[src/rtl/debug_pkg.sv]
// Shared debug-controller definitions: word arbiter state encoding and the
// MSB-first byte order used for every word sent over the UART.
package debug_pkg;

   localparam int WORD_W         = 32;
   localparam int BYTE_W         = 8;
   localparam int BYTES_PER_WORD = WORD_W / BYTE_W;
   localparam int BYTE_IDX_W     = $clog2(BYTES_PER_WORD);

   typedef enum logic {
      ARB_IDLE = 1'b0,
      ARB_SEND = 1'b1
   } arb_state_e;

   // Index 0 is the first byte on the wire, i.e. the most significant byte.
   function automatic logic [BYTE_W-1:0] byte_sel(input logic [WORD_W-1:0]     word,
                                                  input logic [BYTE_IDX_W-1:0] idx);
      return word[(BYTES_PER_WORD - 1 - int'(idx)) * BYTE_W +: BYTE_W];
   endfunction

endpackage

[src/rtl/rr_arbiter.sv]
// Combinational round-robin pick: first asserted request at or after i_ptr,
// wrapping. The pointer itself is owned by the caller.
module rr_arbiter #(
   parameter int N_REQ = 2,
   parameter int ID_W  = (N_REQ > 1) ? $clog2(N_REQ) : 1
) (
   input  logic [N_REQ-1:0] i_req,
   input  logic [ID_W-1:0]  i_ptr,
   output logic [N_REQ-1:0] o_grant_onehot,
   output logic [ID_W-1:0]  o_grant_id,
   output logic             o_any
);

   int idx;

   always_comb begin
      o_grant_id = '0;
      o_any      = 1'b0;
      idx        = 0;
      for (int i = 0; i < N_REQ; i++) begin
         idx = (int'(i_ptr) + i) % N_REQ;
         if (!o_any && i_req[ID_W'(idx)]) begin
            o_any      = 1'b1;
            o_grant_id = ID_W'(idx);
         end
      end
      o_grant_onehot = o_any ? (N_REQ'(1) << o_grant_id) : '0;
   end

endmodule

[src/rtl/uart_tx_word_arbiter.sv]
// Shares the UART TX FIFO write port between N_REQ word producers, granting
// round-robin per word and sending each 32-bit word as 4 bytes, MSB first.
module uart_tx_word_arbiter
   import debug_pkg::*;
#(
   parameter int NB_WORD = WORD_W,
   parameter int DBIT    = BYTE_W,
   parameter int N_REQ   = 2,
   parameter int ID_W    = (N_REQ > 1) ? $clog2(N_REQ) : 1
) (
   input  logic                     i_clk,
   input  logic                     i_reset,
   input  logic [N_REQ-1:0]         i_req,
   input  logic [N_REQ*NB_WORD-1:0] i_words,
   output logic [N_REQ-1:0]         o_ack,
   output logic [N_REQ-1:0]         o_done,
   input  logic                     i_tx_full,
   output logic                     o_wr_uart,
   output logic [DBIT-1:0]          o_tx_data,
   output logic                     o_busy,
   output logic [ID_W-1:0]          o_grant_id,
   output arb_state_e               o_dbg_state
);

   localparam int                 CNT_W    = $clog2(NB_WORD / DBIT);
   localparam logic [CNT_W-1:0]   LAST_CNT = CNT_W'(NB_WORD / DBIT - 1);

   arb_state_e         state;
   logic [CNT_W-1:0]   byte_cnt;
   logic [NB_WORD-1:0] word_q;
   logic [ID_W-1:0]    rr_ptr;
   logic [ID_W-1:0]    grant_q;
   logic [N_REQ-1:0]   ack_q;
   logic [N_REQ-1:0]   done_q;

   logic [N_REQ-1:0]   pick_onehot;
   logic [ID_W-1:0]    pick_id;
   logic               pick_any;

   rr_arbiter #(
      .N_REQ (N_REQ),
      .ID_W  (ID_W)
   ) u_rr_arbiter (
      .i_req          (i_req),
      .i_ptr          (rr_ptr),
      .o_grant_onehot (pick_onehot),
      .o_grant_id     (pick_id),
      .o_any          (pick_any)
   );

   // Handshake: i_req is a level request, held until o_ack and sampled only in
   // IDLE; a byte transfers on o_wr_uart, which is asserted only while the
   // FIFO is not full, so a stalled byte is simply re-presented.
   assign o_wr_uart   = (state == ARB_SEND) && !i_tx_full;
   assign o_tx_data   = (state == ARB_SEND) ? byte_sel(word_q, byte_cnt) : '0;
   assign o_busy      = (state == ARB_SEND);
   assign o_grant_id  = grant_q;
   assign o_ack       = ack_q;
   assign o_done      = done_q;
   assign o_dbg_state = state;

   always_ff @(posedge i_clk) begin
      if (i_reset) begin
         state    <= ARB_IDLE;
         byte_cnt <= '0;
         word_q   <= '0;
         rr_ptr   <= '0;
         grant_q  <= '0;
         ack_q    <= '0;
         done_q   <= '0;
      end else begin
         ack_q  <= '0;
         done_q <= '0;
         case (state)
            ARB_IDLE: begin
               if (pick_any) begin
                  word_q   <= i_words[pick_id*NB_WORD +: NB_WORD];
                  grant_q  <= pick_id;
                  byte_cnt <= '0;
                  ack_q    <= pick_onehot;
                  state    <= ARB_SEND;
               end
            end
            ARB_SEND: begin
               if (!i_tx_full) begin
                  if (byte_cnt == LAST_CNT) begin
                     // Pointer moves past the requester just served so a held
                     // request cannot starve the others.
                     done_q   <= N_REQ'(1) << grant_q;
                     rr_ptr   <= (grant_q == ID_W'(N_REQ - 1)) ? '0 : grant_q + 1'b1;
                     byte_cnt <= '0;
                     state    <= ARB_IDLE;
                  end else begin
                     byte_cnt <= byte_cnt + 1'b1;
                  end
               end
            end
            default: state <= ARB_IDLE;
         endcase
      end
   end

endmodule

[config.mk]
export PLATFORM = sky130hd
export DESIGN_NAME = uart_tx_word_arbiter
export DESIGN_NICKNAME = d
export VERILOG_FILES = /design/src/rtl/debug_pkg.sv /design/src/rtl/rr_arbiter.sv /design/src/rtl/uart_tx_word_arbiter.sv
export SDC_FILE = /design/constraint.sdc
export NUM_CORES = 1
export LEC_CHECK = 0
export CAP_MARGIN = 10
export CORE_AREA = 5 5 74 76
export DETAILED_ROUTE_END_ITERATION = 12
export DIE_AREA = 0 0 79 81
export PLACE_DENSITY = 0.84
export SYNTH_ARGS = -nofsm -noshare
export SYNTH_HDL_FRONTEND = slang
export SYNTH_SLANG_ARGS = --single-unit
export TNS_END_PERCENT = 30
[constraint.sdc]
create_clock -name i_clk -period 2.2 [get_ports i_clk]
set_clock_uncertainty 0.2 [all_clocks]
set_input_delay 0.33 -clock i_clk [delete_from_list [all_inputs] [get_ports i_clk]]
set_output_delay 0.33 -clock i_clk [all_outputs]
set_load 0.05 [all_outputs]
* Yosys cells after proc, flatten, opt, wreduce, memory -nomap -nowiden *
Cells that the tools add are included.

cells by class
  reductions and logical operators = 9
  bitwise operators = 4
  div/mod/pow operators = 0
  eq/ne operators = 3
  order comparisons = 2
  shift-type cells = 4
  add/sub/neg operators = 4
  multipliers = 0
  multiplexer cells = 18

operators by type and width
  cell                                                 count
  variable part select 64 x 7 -> 32 bit                1
  variable part select 32 x 6 -> 8 bit                 1
  two-way mux 1 bit                                    12
  two-way mux 8 bit                                    1
  < comparator 1 x 3 -> 1 bit (second input constant)  2
  two-way mux 2 bit                                    3
  inequality test 2 bit (second input constant)        2
  NOT 1 bit                                            4
  one-hot mux 2 bit (2 select lines)                   1
  AND reduction 2 bit                                  2
  OR reduction 4 bit                                   1
  << shifter 1 x 1 -> 2 bit (first input constant)     2
  AND reduction 3 bit                                  1
  OR reduction 3 bit                                   1
  subtractor 2 x 2 -> 3 bit (first input constant)     1
  adder 1 bit (second input constant)                  2
  adder 2 x 1 -> 2 bit (second input constant)         1
  == test 2 bit (second input constant)                1
  logical AND 1 bit                                    2
  zero test 1 bit                                      2
  one-hot mux 1 bit (2 select lines)                   1

storage, ports and cells
  memories = 0
  register bits after elaboration = 41
  RAM bits = 0
  bits in latches = 0
  memory bits (read-only) = 0

* Longest topological paths before layout *
  depth after elaboration = 9
  gate-level depth with buffers = 5

* Modules after synthesis *
Synthesis repeated with hierarchy kept, for this count alone.

unflattened totals
  cells, all modules = 207
  area total of the unflattened synthesis = 1973.1 um^2

modules (own cells, without submodules)
  module                times used  cells an instance  area an instance (um^2)  seq. area each (um^2)
  uart_tx_word_arbiter  1           203                1941.9                   820.8
  rr_arbiter            1           4                  31.3                     0.0

* Least setup slack after synthesis *
OpenSTA, ideal clock, no wires.

  kind = register to output
  from = reg state (netlist: o_busy)
  to = out o_tx_data[6]
  data required time = 1.670 ns
  stages on the path, launching flop included = 3
  setup slack = -0.170 ns
  arrival = 1.840 ns
  buffers on the path = 0
  cell sequence = dfxtp_1 nand2_1 o22ai_1

between the ends
  word-level cells in the longest chain between the ends = 1

ends and longest elaborated chain
  what                    line                        RTL
  from (decl)             uart_tx_word_arbiter.sv:28  arb_state_e state;
  from (signal assigned)  uart_tx_word_arbiter.sv:64  state <= ARB_IDLE;
  from (signal assigned)  uart_tx_word_arbiter.sv:81  state <= ARB_SEND;
  from (signal assigned)  uart_tx_word_arbiter.sv:92  state <= ARB_IDLE;
  two-way mux 8 bit       uart_tx_word_arbiter.sv:55  assign o_tx_data = (state == ARB_SEND) ? byte_sel(word_q, byte_cnt) : '0;
  to (decl)               uart_tx_word_arbiter.sv:19  output logic [DBIT-1:0] o_tx_data,

Every way passes these cells.

* Worst setup path in the final report *
  from = reg state (netlist: o_busy)
  to = out o_tx_data[2]

Same word-level chain as after synthesis.

==> impl_results.md <==
* Status: finished, final reports clean
* ANT nets after route at 0
* Most used routing layer: met2
* DIE AREA at 6400 sq um
* Startpoint types: flop
* Arrival @ worst endpoint at 1.55 ns
* Initial Utilization at 0.459
* Pins over their slew limit at 0
* Initial DRC count at 64
* Final weighted congestion in routability-driven placement at 0.738
* Slowest-stage cell, CP: dfxtp_1
* Final Cell Area at 3180 sq um
* Post-synthesis adder-cell area fraction at 0.00585
* Clk buf depth at 2
* TNS Setup at 0 ns
* Synthesized flop and latch total at 41
* PwrDens at 512 nW/um^2
* Pre-antenna DRT Iters at 4
* Synth cell types at 26
* Commonest non-fill, non-tap cell in the layout: clkdlybuf4s50_1
* Simple-gate area share of the yosys netlist at 0.0556
* Die width at 79 um
* Share of cells above drive strength 1 at 0.239
* RSZ-0062 raised after global routing: false
* Area Overhead vs Synth at 48.7%
* First-pass GRT wire length at 8020 um
* Root Driver: clkbuf_8
* Setup violators final at 0
* Vias per inst at 5.26
* Max-cap violations at 0
* Largest net degree at the start of global routing at 37
* Worst Hold Class: reg2reg
* Crit-path cells: nand2b_2 > o22ai_1 > buf_12
* Kind of critical path: reg2out
* Finished Layout Cells at 309
* H-tree depth at 2
* GRT overflow at 0
* CTS tree: built
* I/O Buffers at 83
* Hold wc startpoint: word_q[28]
* Initial antenna violation count at 0
* Post-synth EDFFs at 0
* Slew margin rel. at 0.662
* Critical Path Start: o_busy
* Core Area at 4660 sq um
* Clk_lat worst skew at 0.29 ns
* Worst Path Required at 1.67 ns
* Gr usage total at 0.161
* Clock sink count at 41
* Worst hold stages at 1
* Setup bufs post-CTS at 0
* N_diodes at 0
* Final HPWL DP at 3770 um
* Final net count at 324
* Post-Synthesis Net Count at 243
* Fmax at 482 MHz
* Hold_buf cts at 0
* Via count at 1,624
* Max stage delay on crit path at 0.52 ns
* Dominant synthesized flop cell: dfxtp_1
* Cells after DPL at 301
* Met2 Use GR at 0.268
* Reg2reg start: o_busy
* GR Layer Usage met1 at 0.188
* Compound-gate portion of the synthesized area at 0.257
* Final hold violations at 0
* Post-CTS Resized at 0
* DP Area at 3100 sq um
* Pleak at 1.06 nW
* Final min period at 2.08 ns
* Fill count at 356
* Xor/xnor share of the synthesized area at 0
* Post-Synthesis Cells at 173
* Worst-path clk slew at 0.07 ns
* Sequential-to-total area share from yosys stat at 0.384
* Die height at 81 um
* Drc violations at 0
* Worst-Margin Slew at 0.505 ns
* Commonest non-fill, non-tap cells in the layout: clkdlybuf4s50_1 (72), mux2i_1 (49), dfxtp_1 (40)
* Worst VDD drop at 0.294 mV
* Crit path capture type: primary output
* Largest family of logic cells by synthesized area: compound AO/OA/AOI/OAI gates
* Worst hold endpoint: word_q[28]
* Avg WL per Cell at 16.0 um
* Reg2reg path depth at 4
* Grt met3 use at 0.0543
* WL final at 4950 um
* Post-Synthesis Cell Area at 2140 sq um
* Syn avg cell area at 12.4 sq um
* Period utilization at 0.943
* Cell Rows at 25
* Vias in the first global route at 1,676
* RR Endpoint: word_q[25]
* Synthesis Warnings at 0
* Share of flip-flops with an asynchronous set or reset at 0
* Num CTS Buffers at 5
* CP Max Fanout at 9
* I/O pins at 85
* Reg-to-reg slack, setup at 0.68 ns
* Multiplexer area fraction after synthesis at 0.229
-- cells in the mapped netlist (2+ instances only) --
cell type / n / share of area
mux2i_1: 49 / 0.23
dfxtp_1: 41 / 0.38
o2bb2ai_2: 30 / 0.21
buf_6: 8 / 0.042
o22ai_1: 8 / 0.023
a21oi_1: 4 / 0.0094
buf_4: 4 / 0.014
nor2_1: 4 / 0.0070
o21ai_0: 4 / 0.0094
nand2_1: 3 / 0.0053
clkbuf_4: 2 / 0.0070
nor3b_1: 2 / 0.0070
-- layout make-up --
cell class	instances	area (sq um)	area share
tap	54	67.6	0.0212
inverter	1	3.75	0.00118
timing repair buffer	90	1030	0.324
clock buffer	8	80.1	0.0252
multi-input combinational	115	1180	0.370
sequential	41	822	0.258
-- state kept, by name, indices dropped and copies added, names as in the netlist --
| register | cells |
|---|---|
| word_q | 32 |
| byte_cnt | 2 |
| o_ack | 2 |
| o_done | 2 |
| o_busy | 1 |
| o_grant_id | 1 |
| rr_ptr | 1 |
-- worst max-delay path: cells and delay by family, from the launching register on --
kind                   cells  cell delay [ns]
and+or+nand+nor            1             0.23
AOI/OAI and AO/OA          1             0.33
buffers and inverters      1             0.18
DFF                        1             0.52
-- how the worst max path moves through the flow --
stage                               to  slack (ns)
after detailed placement    word_q[25]        0.24
final                     o_tx_data[2]        0.12
after global placement       word_q[2]        0.27
after global routing      o_tx_data[2]        0.01
after CTS                 o_tx_data[2]       0.007
after floorplan           o_tx_data[6]       -0.17
-- logic make-up after synthesis --
logic type | count (synthesis)
adders and majority gates | 1
DFF | 41
muxes | 49
AOI/OAI and AO/OA | 47
buffers and inverters | 17
and+or+nand+nor | 18
-- where the power goes --
part | switching (mW) | internal (mW)
logic | 0.143 | 0.206
registers | 0.0319 | 0.782
clock network | 0.238 | 0.225
total | 0.413 | 1.21
-- metrics by stage --
| stage | utilization | total power, mW | hold WS, ns | worst slack, ns |
|---|---|---|---|---|
| after CTS | 0.681 | 1.64 | 0.276 | 0.00721 |
| after detailed placement | 0.664 | 1.18 | 0.262 | 0.243 |
| after global placement | 0.664 | 1.17 | 0.256 | 0.271 |
| after floorplan | - | 1.00 | 0.246 | -0.170 |
| after global routing | 0.682 | 1.70 | 0.287 | 0.0103 |
| final | 0.682 | 1.63 | 0.276 | 0.125 |
-- layer usage --
metal	share of wire	wire (um)
met1	0.41	2030
met2	0.49	2430
met3	0.081	400
met4	0.019	92
met5	0	0
Note: power is estimated with default switching activity, not from simulation.
